===== config.mk =====
export PLATFORM = sky130hd
export DESIGN_NAME = demux_scan_flat
export DESIGN_NICKNAME = d
export VERILOG_FILES = /design/src/rtl/demux_scan_if.sv /design/src/rtl/demux_scan.sv /design/src/flat_wrapper.sv
export SDC_FILE = /design/constraint.sdc
export NUM_CORES = 1
export LEC_CHECK = 0
export CORE_MARGIN = 8
export CORE_UTILIZATION = 50
export DETAILED_ROUTE_END_ITERATION = 16
export PLACE_DENSITY = 0.88
export REMOVE_ABC_BUFFERS = 1
export SLEW_MARGIN = 20
export SYNTH_ARGS = -nofsm -noshare
export SYNTH_HDL_FRONTEND = slang
export SYNTH_SLANG_ARGS = --single-unit

===== constraint.sdc =====
create_clock -name clk -period 3.55 [get_ports clk]
set_input_delay 0.71 -clock clk [delete_from_list [all_inputs] [get_ports clk]]
set_output_delay 0.71 -clock clk [all_outputs]
set_load 0.05 [all_outputs]

===== src/rtl/demux_scan_if.sv =====
// -----------------------------------------------------------------------------
// demux_scan_if
// Bundle of the demux_scan data-path signals.
//   master : drives mode, sel_in, in_valid, in_data; observes the outputs.
//   slave  : the demux itself; drives out_data, out_valid, cur_sel, wrap,
//            sel_err.
// Parameters N (channels) and W (bits per channel) must match the demux
// instance that uses the slave modport.
// -----------------------------------------------------------------------------
`timescale 1ns/1ps

interface demux_scan_if #(
  parameter int N = 8,
  parameter int W = 1
);
  localparam int SEL_W = ($clog2(N) > 1) ? $clog2(N) : 1;

  logic             mode;
  logic [SEL_W-1:0] sel_in;
  logic             in_valid;
  logic [W-1:0]     in_data;
  logic [N*W-1:0]   out_data;
  logic [N-1:0]     out_valid;
  logic [SEL_W-1:0] cur_sel;
  logic             wrap;
  logic             sel_err;

  modport master (
    output mode, sel_in, in_valid, in_data,
    input  out_data, out_valid, cur_sel, wrap, sel_err
  );

  modport slave (
    input  mode, sel_in, in_valid, in_data,
    output out_data, out_valid, cur_sel, wrap, sel_err
  );
endinterface


===== src/rtl/demux_scan.sv =====
// -----------------------------------------------------------------------------
// demux_scan
// Registered 1-to-N demultiplexer. A W-bit beat is routed to one of N output
// channels, chosen either by an external select (manual mode) or by an
// internal scan counter that dwells DWELL cycles on each channel (scan mode).
//
// Ports:
//   clk        rising-edge clock
//   reset_n    asynchronous active-low reset
//   bus        demux_scan_if.slave:
//                mode      0 = manual, 1 = scan
//                sel_in    manual channel select
//                in_valid  beat present
//                in_data   beat
//                out_data  channel k at [k*W +: W]
//                out_valid one-hot per-channel strobe
//                cur_sel   channel of the beat registered this cycle
//                wrap      pulse when the scan select wraps N-1 -> 0
//                sel_err   pulse on a manual out-of-range select with a beat
//   cnt_rd_sel / cnt_rd  (only with DEMUX_SCAN_CNT_EN defined)
//                combinational read of per-channel 8-bit saturating beat
//                counters; reads 0 for an out-of-range select.
//
// Optional feature macro: DEMUX_SCAN_CNT_EN
// -----------------------------------------------------------------------------
`timescale 1ns/1ps

module demux_scan #(
  parameter  int N     = 8,
  parameter  int W     = 1,
  parameter  int DWELL = 4,
  parameter  int HOLD  = 1,
  localparam int SEL_W = ($clog2(N) > 1) ? $clog2(N) : 1
) (
  input  logic             clk,
  input  logic             reset_n,
  demux_scan_if.slave      bus
`ifdef DEMUX_SCAN_CNT_EN
  ,
  input  logic [SEL_W-1:0] cnt_rd_sel,
  output logic [7:0]       cnt_rd
`endif
);

  localparam int DW_W = (DWELL > 1) ? $clog2(DWELL) : 1;

  // N may equal 2**SEL_W, so range checks are done one bit wider.
  localparam logic [SEL_W:0]   N_EXT      = (SEL_W+1)'(N);
  localparam logic [SEL_W-1:0] LAST_SEL   = SEL_W'(N - 1);
  localparam logic [DW_W-1:0]  DWELL_LAST = DW_W'(DWELL - 1);

  typedef enum logic {
    ST_MANUAL = 1'b0,
    ST_SCAN   = 1'b1
  } state_t;

  state_t           mode_q_r;
  logic [SEL_W-1:0] scan_sel_r;
  logic [DW_W-1:0]  dwell_cnt_r;
  logic             wrap_r;

  logic [N*W-1:0]   out_data_r;
  logic [N-1:0]     out_valid_r;
  logic [SEL_W-1:0] cur_sel_r;
  logic             sel_err_r;

  logic [SEL_W-1:0] eff_sel_s;
  logic             sel_ok_s;
  logic             accept_s;
  logic             sel_err_s;
  logic [N*W-1:0]   data_nxt_s;
  logic [N-1:0]     valid_nxt_s;

  // Effective select and beat acceptance. On the edge that enters scan mode
  // the scan position restarts, so that beat already goes to channel 0.
  always_comb begin
    eff_sel_s = {SEL_W{1'b0}};
    if (bus.mode == 1'b0) begin
      eff_sel_s = bus.sel_in;
    end else if (mode_q_r == ST_MANUAL) begin
      eff_sel_s = {SEL_W{1'b0}};
    end else begin
      eff_sel_s = scan_sel_r;
    end
    sel_ok_s  = ({1'b0, eff_sel_s} < N_EXT);
    accept_s  = bus.in_valid & sel_ok_s;
    sel_err_s = ~bus.mode & bus.in_valid & ~sel_ok_s;
  end

  // Next channel data and strobes: the selected channel takes the beat, the
  // others either hold (HOLD=1) or clear (HOLD=0).
  always_comb begin
    data_nxt_s  = {(N*W){1'b0}};
    valid_nxt_s = {N{1'b0}};
    for (int k = 0; k < N; k++) begin
      if (accept_s && (eff_sel_s == SEL_W'(k))) begin
        data_nxt_s[k*W +: W] = bus.in_data;
      end else if (HOLD != 0) begin
        data_nxt_s[k*W +: W] = out_data_r[k*W +: W];
      end else begin
        data_nxt_s[k*W +: W] = {W{1'b0}};
      end
    end
    if (accept_s) begin
      valid_nxt_s = {{(N-1){1'b0}}, 1'b1} << eff_sel_s;
    end else begin
      valid_nxt_s = {N{1'b0}};
    end
  end

  // Output data path registers.
  always_ff @(posedge clk or negedge reset_n) begin
    if (!reset_n) begin
      out_data_r  <= {(N*W){1'b0}};
      out_valid_r <= {N{1'b0}};
      cur_sel_r   <= {SEL_W{1'b0}};
      sel_err_r   <= 1'b0;
    end else begin
      out_data_r  <= data_nxt_s;
      out_valid_r <= valid_nxt_s;
      sel_err_r   <= sel_err_s;
      if (accept_s) begin
        cur_sel_r <= eff_sel_s;
      end else begin
        cur_sel_r <= cur_sel_r;
      end
    end
  end

  // Manual/scan state machine with dwell counter, scan select and wrap pulse.
  // Leaving scan freezes the position; re-entry always restarts at channel 0.
  always_ff @(posedge clk or negedge reset_n) begin
    if (!reset_n) begin
      mode_q_r    <= ST_MANUAL;
      scan_sel_r  <= {SEL_W{1'b0}};
      dwell_cnt_r <= {DW_W{1'b0}};
      wrap_r      <= 1'b0;
    end else begin
      case (mode_q_r)
        ST_MANUAL: begin
          wrap_r <= 1'b0;
          if (bus.mode) begin
            mode_q_r    <= ST_SCAN;
            scan_sel_r  <= {SEL_W{1'b0}};
            dwell_cnt_r <= {DW_W{1'b0}};
          end else begin
            mode_q_r <= ST_MANUAL;
          end
        end
        ST_SCAN: begin
          if (!bus.mode) begin
            mode_q_r <= ST_MANUAL;
            wrap_r   <= 1'b0;
          end else if (dwell_cnt_r == DWELL_LAST) begin
            dwell_cnt_r <= {DW_W{1'b0}};
            if (scan_sel_r == LAST_SEL) begin
              scan_sel_r <= {SEL_W{1'b0}};
              wrap_r     <= 1'b1;
            end else begin
              scan_sel_r <= scan_sel_r + SEL_W'(1);
              wrap_r     <= 1'b0;
            end
          end else begin
            dwell_cnt_r <= dwell_cnt_r + DW_W'(1);
            wrap_r      <= 1'b0;
          end
        end
        default: begin
          mode_q_r    <= ST_MANUAL;
          scan_sel_r  <= {SEL_W{1'b0}};
          dwell_cnt_r <= {DW_W{1'b0}};
          wrap_r      <= 1'b0;
        end
      endcase
    end
  end

  assign bus.out_data  = out_data_r;
  assign bus.out_valid = out_valid_r;
  assign bus.cur_sel   = cur_sel_r;
  assign bus.wrap      = wrap_r;
  assign bus.sel_err   = sel_err_r;

`ifdef DEMUX_SCAN_CNT_EN
  logic [7:0] cnt_r [N];

  // Per-channel saturating beat counters; cleared only by reset.
  always_ff @(posedge clk or negedge reset_n) begin
    if (!reset_n) begin
      for (int k = 0; k < N; k++) begin
        cnt_r[k] <= 8'h00;
      end
    end else begin
      for (int k = 0; k < N; k++) begin
        if (valid_nxt_s[k] && (cnt_r[k] != 8'hFF)) begin
          cnt_r[k] <= cnt_r[k] + 8'h01;
        end else begin
          cnt_r[k] <= cnt_r[k];
        end
      end
    end
  end

  // Counter read port.
  always_comb begin
    cnt_rd = 8'h00;
    if ({1'b0, cnt_rd_sel} < N_EXT) begin
      cnt_rd = cnt_r[cnt_rd_sel];
    end else begin
      cnt_rd = 8'h00;
    end
  end
`endif

endmodule


===== src/flat_wrapper.sv =====
// flat-port wrapper written by rule: the top's interface ports become plain ports
module demux_scan_flat 
#(
  parameter  int N     = 8,
  parameter  int W     = 1,
  parameter  int DWELL = 4,
  parameter  int HOLD  = 1,
  localparam int SEL_W = ($clog2(N) > 1) ? $clog2(N) : 1
)
  (clk, reset_n, bus_mode, bus_sel_in, bus_in_valid, bus_in_data, bus_out_data, bus_out_valid, bus_cur_sel, bus_wrap, bus_sel_err);
  demux_scan_if #(.N(N), .W(W)) bus_i ();
  input  logic clk;
  input  logic reset_n;
  input wire logic [$bits(bus_i.mode)-1:0] bus_mode;
  input wire logic [$bits(bus_i.sel_in)-1:0] bus_sel_in;
  input wire logic [$bits(bus_i.in_valid)-1:0] bus_in_valid;
  input wire logic [$bits(bus_i.in_data)-1:0] bus_in_data;
  output wire logic [$bits(bus_i.out_data)-1:0] bus_out_data;
  output wire logic [$bits(bus_i.out_valid)-1:0] bus_out_valid;
  output wire logic [$bits(bus_i.cur_sel)-1:0] bus_cur_sel;
  output wire logic [$bits(bus_i.wrap)-1:0] bus_wrap;
  output wire logic [$bits(bus_i.sel_err)-1:0] bus_sel_err;
  assign bus_i.mode = bus_mode;
  assign bus_i.sel_in = bus_sel_in;
  assign bus_i.in_valid = bus_in_valid;
  assign bus_i.in_data = bus_in_data;
  assign bus_out_data = bus_i.out_data;
  assign bus_out_valid = bus_i.out_valid;
  assign bus_cur_sel = bus_i.cur_sel;
  assign bus_wrap = bus_i.wrap;
  assign bus_sel_err = bus_i.sel_err;
  demux_scan #(.N(N), .W(W), .DWELL(DWELL), .HOLD(HOLD)) u_core (.clk(clk), .reset_n(reset_n), .bus(bus_i));
endmodule

==> results.md <==
- Fin. max-slew vios: 0
- Critical path cell sequence: clkdlybuf4s50_1 > and3_4 > or3b_4 > nor3_2 > mux2_1
- Core Area: 0.00200 mm²
- Final GP Congestion: 0.733
- Buf+Inv Stages, Crit Path: 1
- Unique masters post-synth: 23
- GRT Util Overall: 0.119
- Vias post-DR: 740
- Cell taking the most area after synthesis: dfrtp_1
- # DRC: 0
- Die Span Y: 62.4 µm
- Type of origin of the critical path: primary input
- Clock Power Share: 0.236
- Sw Pwr: 296 µW
- Rows: 16
- EDFF count, synth: 0
- Pwr/cell area: 602 mW/mm²
- Cts repair resizes: 0
- GRT overflow: 0
- Worst Path Arrival: 2.75 ns
- Switching Fraction: 0.351
- Placed Instances: 139
- Max Cap Viol: 0
- Ports: 29
- Status: complete, no violations
- Initial core utilization: 0.538
- CP delay by family, top: simple AND/OR/NAND/NOR gates
- Clock Skew: 0.00337 ns
- Routed wire length: 2140 µm
- Critical path endpoint category: flop
- Clk buf depth: 2
- Internal: 548 µW
- Final net count: 128
- Cell Count, Final, Fillers Out: 143
- Max stage delay cell, worst path: clkdlybuf4s50_1
- Antenna Cells: 0
- Vias in the first global route: 768
- Yosys warns: 0
- Max stage delay on crit path: 0.70 ns
- CTS clk-pin slew, worst paths: 0.13 ns
- Hold Vio Cnt, Final: 0
- Synth top area share: 0.605
- P_leak: 0.000617 µW
- Worst slew margin: 0.624
- Unrepaired setup endpoints after global routing: no
- ANT nets after route: 0
- Cell count after synthesis: 89
- Share of cells above drive strength 1: 0.0948
- Minimum clock period: 2.53 ns
- Post-synthesis async set-or-reset flop share: 1.00
- CP Max Fanout: 19
- H-tree levels: 1
- Gate power share: 0.331
- Period utilisation layout: 0.713
- Routed wire per std cell: 15.0 µm
- Most frequent cells after synthesis: 26 x dfrtp_1, 8 x mux2_1, 7 x inv_1
- Die area: 0.00389 mm²
- Area delta synth->final: 30.1%
- Initial antenna violation count: 0
- Post-Syn Area: 0.00108 mm²
- Worst-margin pin slew: 0.562 ns
- Die X: 62.4 µm
- Sequential share of power: 0.434
- Post-synthesis register bit count: 26
- Via/cell ratio: 5.17
- Top_reg_cell synth: dfrtp_1
- Setup violators final: 0
- Synth top area cells: dfrtp_1 60%, mux2_1 8.4%, nor3_2 3.7%
- Largest net degree at the start of global routing: 27
- WS Path Type: primary input to flop
- Drt pass-1 iters: 4
- Syn avg cell area: 12.1 µm²
- VDD IR max: 440 µV
- CP required: 3.76 ns
- Maximum clock frequency: 0.395 GHz
- Hold Buf Count CTS: 0
- HPWL Detailed: 1710 µm
- TritonCTS clock tree: built
- Total Neg Setup Slack: 0 ns
- Clock Latency Late Sink: 0.32 ns
- First-pass GRT wire length: 3690 µm
- Total clock sinks: 26
- PortBufs: 27
- Setup Buffers After CTS: 0
- Register area share after synthesis: 0.605
- Top-count cell post-synth: dfrtp_1
- First DRT Iteration DRCs: 11
- CTS Buf Count: 3
- Clock root cell: clkbuf_4
- HP Class: primary input to asynchronous set/reset pin
path summary, 6_finish.rpt:
kind,from,endpoint,slack [ns],cells past startpoint
max,bus_mode,u_core.bus.out_data[0]$_DFFE_PN0P_,1.02,5
min,reset_n,u_core.bus.out_valid[0]$_DFF_PN0_,0.34,1
max reg2reg,u_core.mode_q_r$_DFF_PN0_,u_core.bus.out_data[0]$_DFFE_PN0P_,1.76,4
min reg2reg,u_core.dwell_cnt_r[0]$_DFFE_PN0P_,u_core.dwell_cnt_r[0]$_DFFE_PN0P_,0.49,1
max in group asynchronous,reset_n,u_core.scan_sel_r[1]$_DFFE_PN0P_,2.86,1
min in group clk,u_core.dwell_cnt_r[0]$_DFFE_PN0P_,u_core.dwell_cnt_r[0]$_DFFE_PN0P_,0.49,1
final cells by class:
| type | count | area (µm²) |
|---|---|---|
| Clock buffer | 3 | 22.5 |
| Clock inverter | 1 | 30.0 |
| Fill cell | 151 | 602 |
| Inverter | 7 | 26.3 |
| Multi-Input combinational cell | 52 | 372 |
| Sequential cell | 26 | 651 |
| Tap cell | 27 | 33.8 |
| Timing Repair Buffer | 27 | 265 |
logic make-up after synthesis:
kind of cell	Yosys count	synth area share
AOI/OAI and AO/OA	15	0.0791
adders and majority gates	3	0.0349
buffers and inverters	11	0.0500
DFF	26	0.605
muxes	9	0.0930
other	1	0.00349
and+or+nand+nor	24	0.135
per-layer routing:
| metal | share of wire | vias to the layer above | track usage |
|---|---|---|---|
| met1 | 0.37 | 362 | 0.112 |
| met4 | 0.040 | 0 | 0.0969 |
| met2 | 0.55 | 18 | 0.219 |
| li1 | - | 353 | - |
| met5 | 0 | - | 0 |
| met3 | 0.038 | 7 | 0.0233 |
power groups by stage:
stage | Sequential [µW] | Clock, µW | Combinational, µW
6_report | 366 | 199 | 279
5_1_grt | 372 | 219 | 295
4_1_cts | 366 | 204 | 283
3_5_place_dp | 372 | 0 | 283
3_3_place_gp | 368 | 0 | 277
2_1_floorplan | 489 | 0 | 55.2
placed cells by master, fill, tap and decap left out:
master	n
mux2_1	8
dfrtp_1	26
and3_4	1
o21a_1	3
o21ai_0	6
clkdlybuf4s50_1	26
conb_1	1
nor2_1	3
nand2_1	4
nor3_2	4
ha_1	3
nor3_1	4
buf_2	1
o21ai_1	3
nand3_1	6
clkbuf_4	3
inv_1	7
bufinv_16	1
o31ai_1	1
a21oi_1	2
mux2i_1	1
nor2b_1	1
or3b_4	1
sequential cells by signal, summed over array words and instances, names as in the netlist:
signal / count
u_core.mode_q_r: 1
u_core.bus.out_data: 8
u_core.bus.wrap: 1
u_core.bus.cur_sel: 3
u_core.scan_sel_r: 3
u_core.bus.out_valid: 8
u_core.dwell_cnt_r: 2
worst reg2reg max path, cell delays in order (launching register included):
cell	delay, ns
dfrtp_1	0.49
and3_4	0.19
or3b_4	0.42
nor3_2	0.20
mux2_1	0.38
per-stage QoR:
step	power, µW	instance area, µm²	setup WS [ns]	hold WS, ns	util
6_report	843	1400	1.02	0.343	0.699
5_1_grt	885	1400	0.965	0.365	0.699
4_1_cts	853	1410	1.02	0.497	0.702
3_5_place_dp	654	1350	0.683	0.469	0.676
3_3_place_gp	644	1350	0.819	0.467	0.676
2_1_floorplan	545	1050	1.69	0.414	-
Note: power is estimated with default switching activity, not from simulation.
